### src/rtl/nibble_serial_adder_pkg.sv
// Shared constants and state encoding for the nibble-serial adder.
// No logic of its own.
// Nothing here affects timing or flow control.
package nibble_serial_adder_pkg;

  // Width of one digit processed per clock
  localparam int NIBBLE_W = 4;

  // Sequencer states
  typedef enum logic [1:0] {
    IDLE = 2'd0,
    RUN  = 2'd1,
    DONE = 2'd2
  } state_e;

endpackage

### src/rtl/nibble_serial_adder_add4.sv
// Purely combinational 4-bit ripple adder; also exposes the carry into bit 3.
// Latency: zero cycles.
// No flow control: every input change propagates directly to the outputs.
module add4_core (
  input  logic [3:0] a,
  input  logic [3:0] b,
  input  logic       ci,
  output logic [3:0] s,
  output logic       co,
  output logic       c3
);

  logic [3:0] low;

  // The low three bits are added as a 4-bit value so that bit 3 of the result
  // is exactly the carry into the top bit; the top bit is then finished by hand.
  assign low = {1'b0, a[2:0]} + {1'b0, b[2:0]} + {3'b000, ci};
  assign c3  = low[3];
  assign s   = {a[3] ^ b[3] ^ c3, low[2:0]};
  assign co  = (a[3] & b[3]) | (c3 & (a[3] ^ b[3]));

endmodule

### src/rtl/nibble_serial_adder.sv
// Adds two NIBBLES*4-bit operands one nibble per clock through a shared 4-bit adder.
// Latency: start accepted at edge k -> done pulse in the cycle after edge k+NIBBLES.
// start is ignored while busy; start in the DONE cycle is accepted for back-to-back use.
module nibble_serial_adder
  import nibble_serial_adder_pkg::*;
#(
  parameter int NIBBLES = 4
) (
  input  logic                         clk,
  input  logic                         rst_n,
  input  logic                         start,
  input  logic [NIBBLE_W*NIBBLES-1:0]  a,
  input  logic [NIBBLE_W*NIBBLES-1:0]  b,
  input  logic                         cin,
  output logic                         busy,
  output logic                         done,
  output logic [NIBBLE_W*NIBBLES-1:0]  sum,
  output logic                         cout,
  output logic                         ovf
);

  localparam int W     = NIBBLE_W * NIBBLES;
  localparam int IDX_W = (NIBBLES > 1) ? $clog2(NIBBLES) : 1;

  state_e           state_q, state_d;
  logic [W-1:0]     a_q, a_d;
  logic [W-1:0]     b_q, b_d;
  logic [W-1:0]     wsum_q, wsum_d;
  logic [W-1:0]     sum_q, sum_d;
  logic [IDX_W-1:0] idx_q, idx_d;
  logic             carry_q, carry_d;
  logic             busy_q, busy_d;
  logic             done_q, done_d;
  logic             cout_q, cout_d;
  logic             ovf_q, ovf_d;

  logic [IDX_W+1:0] base;
  logic             last;
  logic [3:0]       add_s;
  logic             add_co;
  logic             add_c3;

  // Bit offset of the nibble currently being processed
  assign base = {idx_q, 2'b00};
  assign last = (idx_q == IDX_W'(NIBBLES - 1));

  add4_core u_add4 (
    .a  (a_q[base +: NIBBLE_W]),
    .b  (b_q[base +: NIBBLE_W]),
    .ci (carry_q),
    .s  (add_s),
    .co (add_co),
    .c3 (add_c3)
  );

  // Next-state logic: operand capture, per-nibble accumulation and completion
  always_comb begin
    state_d = state_q;
    a_d     = a_q;
    b_d     = b_q;
    wsum_d  = wsum_q;
    sum_d   = sum_q;
    idx_d   = idx_q;
    carry_d = carry_q;
    cout_d  = cout_q;
    ovf_d   = ovf_q;

    case (state_q)
      IDLE, DONE: begin
        if (start) begin
          a_d     = a;
          b_d     = b;
          carry_d = cin;
          idx_d   = '0;
          state_d = RUN;
        end else begin
          state_d = IDLE;
        end
      end
      RUN: begin
        wsum_d[base +: NIBBLE_W] = add_s;
        carry_d                  = add_co;
        if (last) begin
          // Publish the whole word at once so partial nibbles never show on sum
          sum_d   = wsum_d;
          cout_d  = add_co;
          ovf_d   = add_c3 ^ add_co;
          idx_d   = '0;
          state_d = DONE;
        end else begin
          idx_d = idx_q + IDX_W'(1);
        end
      end
      default: state_d = IDLE;
    endcase

    // Status outputs are registered straight from the next state
    busy_d = (state_d == RUN);
    done_d = (state_d == DONE);
  end

  // State and datapath registers, cleared asynchronously
  always_ff @(posedge clk or negedge rst_n) begin
    if (!rst_n) begin
      state_q <= IDLE;
      a_q     <= '0;
      b_q     <= '0;
      wsum_q  <= '0;
      sum_q   <= '0;
      idx_q   <= '0;
      carry_q <= 1'b0;
      busy_q  <= 1'b0;
      done_q  <= 1'b0;
      cout_q  <= 1'b0;
      ovf_q   <= 1'b0;
    end else begin
      state_q <= state_d;
      a_q     <= a_d;
      b_q     <= b_d;
      wsum_q  <= wsum_d;
      sum_q   <= sum_d;
      idx_q   <= idx_d;
      carry_q <= carry_d;
      busy_q  <= busy_d;
      done_q  <= done_d;
      cout_q  <= cout_d;
      ovf_q   <= ovf_d;
    end
  end

  assign busy = busy_q;
  assign done = done_q;
  assign sum  = sum_q;
  assign cout = cout_q;
  assign ovf  = ovf_q;

endmodule

### config.mk
export PLATFORM = sky130hd
export DESIGN_NAME = nibble_serial_adder
export DESIGN_NICKNAME = d
export VERILOG_FILES = /design/src/rtl/nibble_serial_adder_pkg.sv /design/src/rtl/nibble_serial_adder_add4.sv /design/src/rtl/nibble_serial_adder.sv
export SDC_FILE = /design/constraint.sdc
export NUM_CORES = 1
export LEC_CHECK = 0
export CAP_MARGIN = 25
export CORE_MARGIN = 2
export CORE_UTILIZATION = 57
export DETAILED_ROUTE_END_ITERATION = 6
export MAX_ROUTING_LAYER = met4
export PLACE_DENSITY_LB_ADDON = 0.15
export SYNTH_ARGS = -nofsm -noshare
export SYNTH_HDL_FRONTEND = slang
export SYNTH_SLANG_ARGS = --single-unit
### constraint.sdc
create_clock -name clk -period 7.4 [get_ports clk]
set_input_delay 0.74 -clock clk [delete_from_list [all_inputs] [get_ports clk]]
set_output_delay 0.74 -clock clk [all_outputs]
set_load 0.05 [all_outputs]
==> results.sh <==
export IMPL_status="finished, final reports clean"
export IMPL_p_switching_uw=905
export IMPL_setup_violations=0
export IMPL_worst_ir_drop_vdd_mv=0.245
export IMPL_cts_max_level=3
export IMPL_clockBufferDepth=2
export IMPL_antenna_found_initial=0
export IMPL_hold_viol=0
export IMPL_rsz0062_at_grt="false"
export IMPL_p_leak_nw=1.98
export IMPL_clkSlewWorstSetupHoldPaths_ns=0.07
export IMPL_fp_dieW_um=81.0
export IMPL_place_area_sq_mm=0.00394
export IMPL_drtIter0Drc=137
export IMPL_cts_resized=0
export IMPL_slowest_stage="dfrtp_1"
export IMPL_slew_headroom=0.400
export IMPL_crit_buf_inv=0
export IMPL_async_reset_ff_frac=1.00
export IMPL_cp_start_kind="flip-flop"
export IMPL_numCtsBuffers=9
export IMPL_final_util=0.711
export IMPL_insertion_delay_ns=0.35
export IMPL_reg2reg_to="sum[15]"
export IMPL_finalSetupTns_ns=0
export IMPL_synth_common_cells="120 x nand2_1, 73 x dfrtp_1, 18 x o21ai_0"
export IMPL_yosysTopAreaCell="dfrtp_1"
export IMPL_crit_chain="mux4_1 -> fa_1 -> nand3_1 -> nand2_1 -> fa_1 -> a21oi_1 -> o21ai_0"
export IMPL_syn_avg_cell_area_sq_um=10.3
export IMPL_cpPeakStageDelay_ns=0.76
export IMPL_required_ns=7.65
export IMPL_clock_skew_ns=0.00598
export IMPL_worstHoldStart="a_q[1]"
export IMPL_r2r_start="idx_q[0]"
export IMPL_ys_warn_count=0
export IMPL_rr_worst_depth=7
export IMPL_clk_root_buffer_cell="clkbuf_8"
export IMPL_final_nets=425
export IMPL_cts_tree="built"
export IMPL_synth_most_common_cell="nand2_1"
export IMPL_synth_edff_count=0
export IMPL_wl_per_cell_um=14.2
export IMPL_hpwl_um=4330
export IMPL_drt_pass1_iter_count=4
export IMPL_overflow=0
export IMPL_start_util=0.580
export IMPL_postCtsHoldBufs=0
export IMPL_yosys_top_cells_area="dfrtp_1 54%, nand2_1 13%, mux4_1 5.4%"
export IMPL_grt_use_total=0.234
export IMPL_min_period_ns=3.19
export IMPL_critical_path_top_delay_family="adder cells"
export IMPL_post_synth_top_area_fraction=0.541
export IMPL_grt_max_degree=74
export IMPL_power_density_mw_per_mm2=492
export IMPL_crit_path_end_kind="flip-flop"
export IMPL_place_gp_congestion=0.824
export IMPL_maxCapViolations=0
export IMPL_post_cts_setup_buffer_count=0
export IMPL_grt_pass1_vias=2333
export IMPL_synth_cells=329
export IMPL_final_area_sq_mm=0.00413
export IMPL_crit_start="idx_q[0]"
export IMPL_cp_num_cells=7
export IMPL_routed_wl_um=6500
export IMPL_area_delta_synth_final_pct=22.4
export IMPL_p_comb_frac=0.513
export IMPL_power_internal_mw=1.13
export IMPL_synth_area_sq_mm=0.00338
export IMPL_crit_top_cell="fa_1"
export IMPL_row_count=28
export IMPL_ys_seq_area_frac=0.541
export IMPL_cts_sinks=73
export IMPL_core_area_sq_mm=0.00582
export IMPL_pin_count=56
export IMPL_ys_ff_latch=73
export IMPL_synth_ff_type="dfrtp_1"
export IMPL_drc=0
export IMPL_cp_arrival_ns=3.44
export IMPL_die_y_um=81.0
export IMPL_ant_nets=0
export IMPL_num_vias=2398
export IMPL_die_area_sq_mm=0.00655
export IMPL_max_freq_mhz=314
export IMPL_critical_path_endpoint="sum[15]"
export IMPL_vias_per_cell=5.25
export IMPL_worst_hold_slack_ns=0.471
export IMPL_diodes=0
export IMPL_syn_nets=376
export IMPL_switching_share=0.445
export IMPL_p_clk_frac=0.154
export IMPL_drive_above_1_share=0.0707
export IMPL_setup_ws_ns=4.21
export IMPL_dp_slack_ns=4.20
export IMPL_seq_power_share=0.332
export IMPL_reg2reg_setup_slack_ns=4.21
export IMPL_grt_pass1_wl_um=10900
export IMPL_post_route_period_util=0.431
export IMPL_crit_fanout=18
export IMPL_tightest_slew_ns=0.900
export IMPL_crit_type="flip-flop to flip-flop"
export IMPL_io_buffers=55
export IMPL_drv_slew=0
export IMPL_hp_class="flip-flop to flip-flop"
export IMPL_synth_distinct_cells=31
-- layer usage --
| metal | up-vias | track usage | part of all wire |
|---|---|---|---|
| met5 | - | - | 0 |
| met1 | 1118 | 0.273 | 0.44 |
| met2 | 59 | 0.381 | 0.50 |
| met3 | 15 | 0.0467 | 0.036 |
| li1 | 1206 | - | - |
| met4 | 0 | 0.129 | 0.028 |
-- worst register-to-register path, stage by stage (launching register included) --
cell	delay, ns
dfrtp_1	0.76
mux4_1	0.67
fa_1	0.45
nand3_1	0.13
nand2_1	0.09
fa_1	0.70
a21oi_1	0.10
o21ai_0	0.18
-- kinds of logic (layout without fill, tap and decap cells) --
family          count (synthesis)  in the layout  share of synthesized area
fa+ha+maj                      11             11                     0.0474
flops                          73             73                      0.541
mux                             9              9                     0.0645
simple gates                  152            152                      0.199
compound gates                 55             55                      0.106
xor+xnor                        1              1                    0.00259
buf+inv                        28             81                     0.0393
-- layout by cell type, fill, tap and decap left out, drive strengths merged, types with 2 or more instances in the layout --
cell type / count
clkdlybuf4s50: 54
and4bb: 3
mux4: 8
buf: 4
a21oi: 17
ha: 8
nor2b: 17
o21ai: 18
fa: 3
o31ai: 2
a32o: 8
a22o: 8
nand2b: 2
nand2: 120
nor2: 3
dfrtp: 73
clkbuf: 12
clkinv: 2
nand3: 2
inv: 8
-- metrics by stage --
stage,total power [mW],instances
floorplan,1.42,329
global placement,1.70,442
detailed placement,1.73,442
CTS,2.05,457
global route,2.20,457
finish,2.03,457
-- power groups by stage --
stage                     clock network, mW  logic [mW]  registers, mW
after floorplan                           0       0.629          0.790
after global placement                    0        1.02          0.681
after detailed placement                  0        1.05          0.685
after CTS                             0.319        1.05          0.679
after global routing                  0.336        1.16          0.696
final                                 0.313        1.04          0.675
-- layout make-up --
type,instances,area [sq um]
Multi-Input combinational cell,228,1420
Clock inverter,3,40.0
Fill cell,472,1680
Sequential cell,73,1830
Clock buffer,12,155
Inverter,8,30.0
Tap cell,75,93.8
Timing Repair Buffer,58,568
-- state kept, by name, indices dropped and copies added (netlist names) --
signal	flops
a_q	16
b_q	16
sum	16
wsum_q	16
idx_q	2
state_q	2
busy	1
carry_q	1
cout	1
done	1
ovf	1
-- worst min path at each step --
stage               cells past startpoint  endpoint  slack, ns
floorplan                               0    a_q[0]       0.44
global placement                        2   b_q[11]       0.45
detailed placement                      2    a_q[2]       0.46
CTS                                     2    a_q[9]       0.48
global route                            2    a_q[1]       0.48
finish                                  2    a_q[1]       0.47
(Power assumes the default switching activity.)
==> patch: new RTL, config.mk and constraints unchanged <==
Change the parameter `NIBBLES` from 4 to 2. Comments in the files are not updated.
--- a/src/rtl/nibble_serial_adder.sv
+++ b/src/rtl/nibble_serial_adder.sv
@@ -5,5 +5,5 @@
   import nibble_serial_adder_pkg::*;
 #(
-  parameter int NIBBLES = 4
+  parameter int NIBBLES = 2
 ) (
   input  logic                         clk,
Interface: changed (resized a, b and sum); port bits go from 56 to 32. The function was not compared with the original's and may differ.
==> patch against the original RTL <==
Total power fell by 48%; via count fell by 57%; worst setup slack improved by 0.65 ns; synthesized area fell by 53%; combinational power fell by 47%; routed wire length fell by 59%; first-iteration DRC count fell by 91%; sequential cell count fell by 37; sequential power fell by 47%; final area fell by 52%; critical path type unchanged; largest cell class unchanged; largest power group unchanged.
==> patch: results (changes against the original RTL) <==
- TritonCTS Buffers: 5 (was 9)
- Clock tree root driver cell: clkbuf_4 (was clkbuf_8)
- Clock Path Buffers: 2 (unchanged)
- Worst reg2reg startpoint: idx_q (was idx_q[0])
- Initial DRC count: 13 (was 137)
- Total wire length: 2.65 mm (was 6.50 mm)
- CTS clk-pin slew, worst paths: 0.11 ns (was 0.07 ns)
- Cell area after layout: 1980 um2 (was 4130 um2)
- Post-CTS Repair Setup Buffers: 0 (unchanged)
- Max FO, Critical Path: 12 (was 18)
- Syn_nets: 153 (was 376)
- Top cells by count, synth: dfrtp_1 (36), nand2_1 (22), mux2_2 (20), inv_1 (6), o21ai_0 (6) (was nand2_1 (120), dfrtp_1 (73), o21ai_0 (18), a21oi_1 (17), nor2b_1 (17))
- Synth Area in Compound Gates: 4.92% (was 10.6%)
- Routed length per instance: 13.7 um (was 14.2 um)
- Vias: 1,030 (was 2,398)
- Global-route wire length before repair: 4.81 mm (was 10.9 mm)
- R2r setup slk: 4.87 ns (was 4.21 ns)
- DP HPWL: 1.95 mm (was 4.33 mm)
- PostCTS Resize Cnt: 0 (unchanged)
- Hold_sp: wsum_q[1] (was a_q[1])
- Largest net degree at the start of global routing: 37 (was 74)
- XOR/XNOR Fraction of Synth Area: 1.11% (was 0.259%)
- Most area-consuming cells after synthesis: dfrtp_1 (57%), mux2_2 (14%), nand2_1 (5.2%), fa_1 (3.8%), mux2i_1 (2.5%) (was dfrtp_1 (54%), nand2_1 (13%), mux4_1 (5.4%), nor2b_1 (3.2%), ha_1 (3.0%))
- Adder-Cell Fraction of Synth Area: 5.39% (was 4.74%)
- Worst Reg-to-Reg Cells: 6 (was 7)
- Worst-margin pin slew: 0.589 ns (was 0.900 ns)
- GRT Util Overall: 20.5% (was 23.4%)
- Status: finished, final reports clean (unchanged)
- Max VDD drop: 0.359 mV (was 0.245 mV)
- Proportion of synthesized area in mux cells: 17.8% (was 6.45%)
- Number of global-route vias before repair: 1,085 (was 2,333)
- Min-Delay Endpoint: sum[1] (was a_q[1])
- Fin Clk Skew: 0.0149 ns (was 0.00598 ns)
- Total leakage power: 0.910 nW (was 1.98 nW)
- FF-to-FF End: sum[7] (was sum[15])
- PortBufs: 31 (was 55)
- H-tree depth: 2 (was 3)
- Dpl cell area: 1910 um2 (was 3940 um2)
- Yosys cell types: 28 (was 31)
- Hold path cells: 2 (unchanged)
- Share of cells above drive strength 1: 18.4% (was 7.07%)
- Gp weighted congestion: 0.745 (was 0.824)
- Seq/Total Area, Yosys: 57.1% (was 54.1%)
- Fill cells: 193 (was 472)
- Period utilization: 34.2% (was 43.1%)
- CP peak stage delay: 0.68 ns (was 0.76 ns)
- Syn_area_per_cell: 12.3 um2 (was 10.3 um2)
- Layout Nets: 187 (was 425)
- Worst hold slack: 0.477 ns (was 0.471 ns)
## patch: cell types whose count changed after synthesis, moves of 12 or more
cell	before	now
o21ai_0	18	6
a21oi_1	17	3
mux2_2	1	20
dfrtp_1	73	36
nor2b_1	17	2
nand2_1	120	22
## patch: worst min-delay path: stages (launching register included)
cell and delay, ns:
dfrtp_1 0.36, nand2_1 0.05, nand2_1 0.04
## patch: power by group
group | switching [mW] | internal [mW]
logic | 0.310 | 0.241
clock network | 0.0657 | 0.0708
registers | 0.0641 | 0.296
## patch: layout make-up
cell class	instances	share of cell area (%)
Inverter	6	1.14
Tap cell	31	1.96
Multi-Input combinational cell	80	31.2
Timing Repair Buffer	33	16.4
Sequential cell	36	45.5
Clock inverter	2	1.77
Clock buffer	6	2.08
## patch: cells by family after synthesis
kind of cell,after synthesis
buf+inv,12
flops,36
mux,25
compound gates,13
fa+ha+maj,5
xor+xnor,2
simple gates,35
## patch: worst max-delay path by stage
stage / endpoint / startpoint
2_1_floorplan: sum[7] / idx_q
3_3_place_gp: sum[7] / idx_q
3_5_place_dp: wsum_q[3] / idx_q
4_1_cts: wsum_q[3] / idx_q
5_1_grt: sum[7] / idx_q
6_report: sum[7] / idx_q
## patch: per-layer routing
metal	share of wire (%)	track usage, %
met3	5.9	5.53
met1	41	23.2
met2	50	33.4
met4	2.5	10.2
met5	0	-
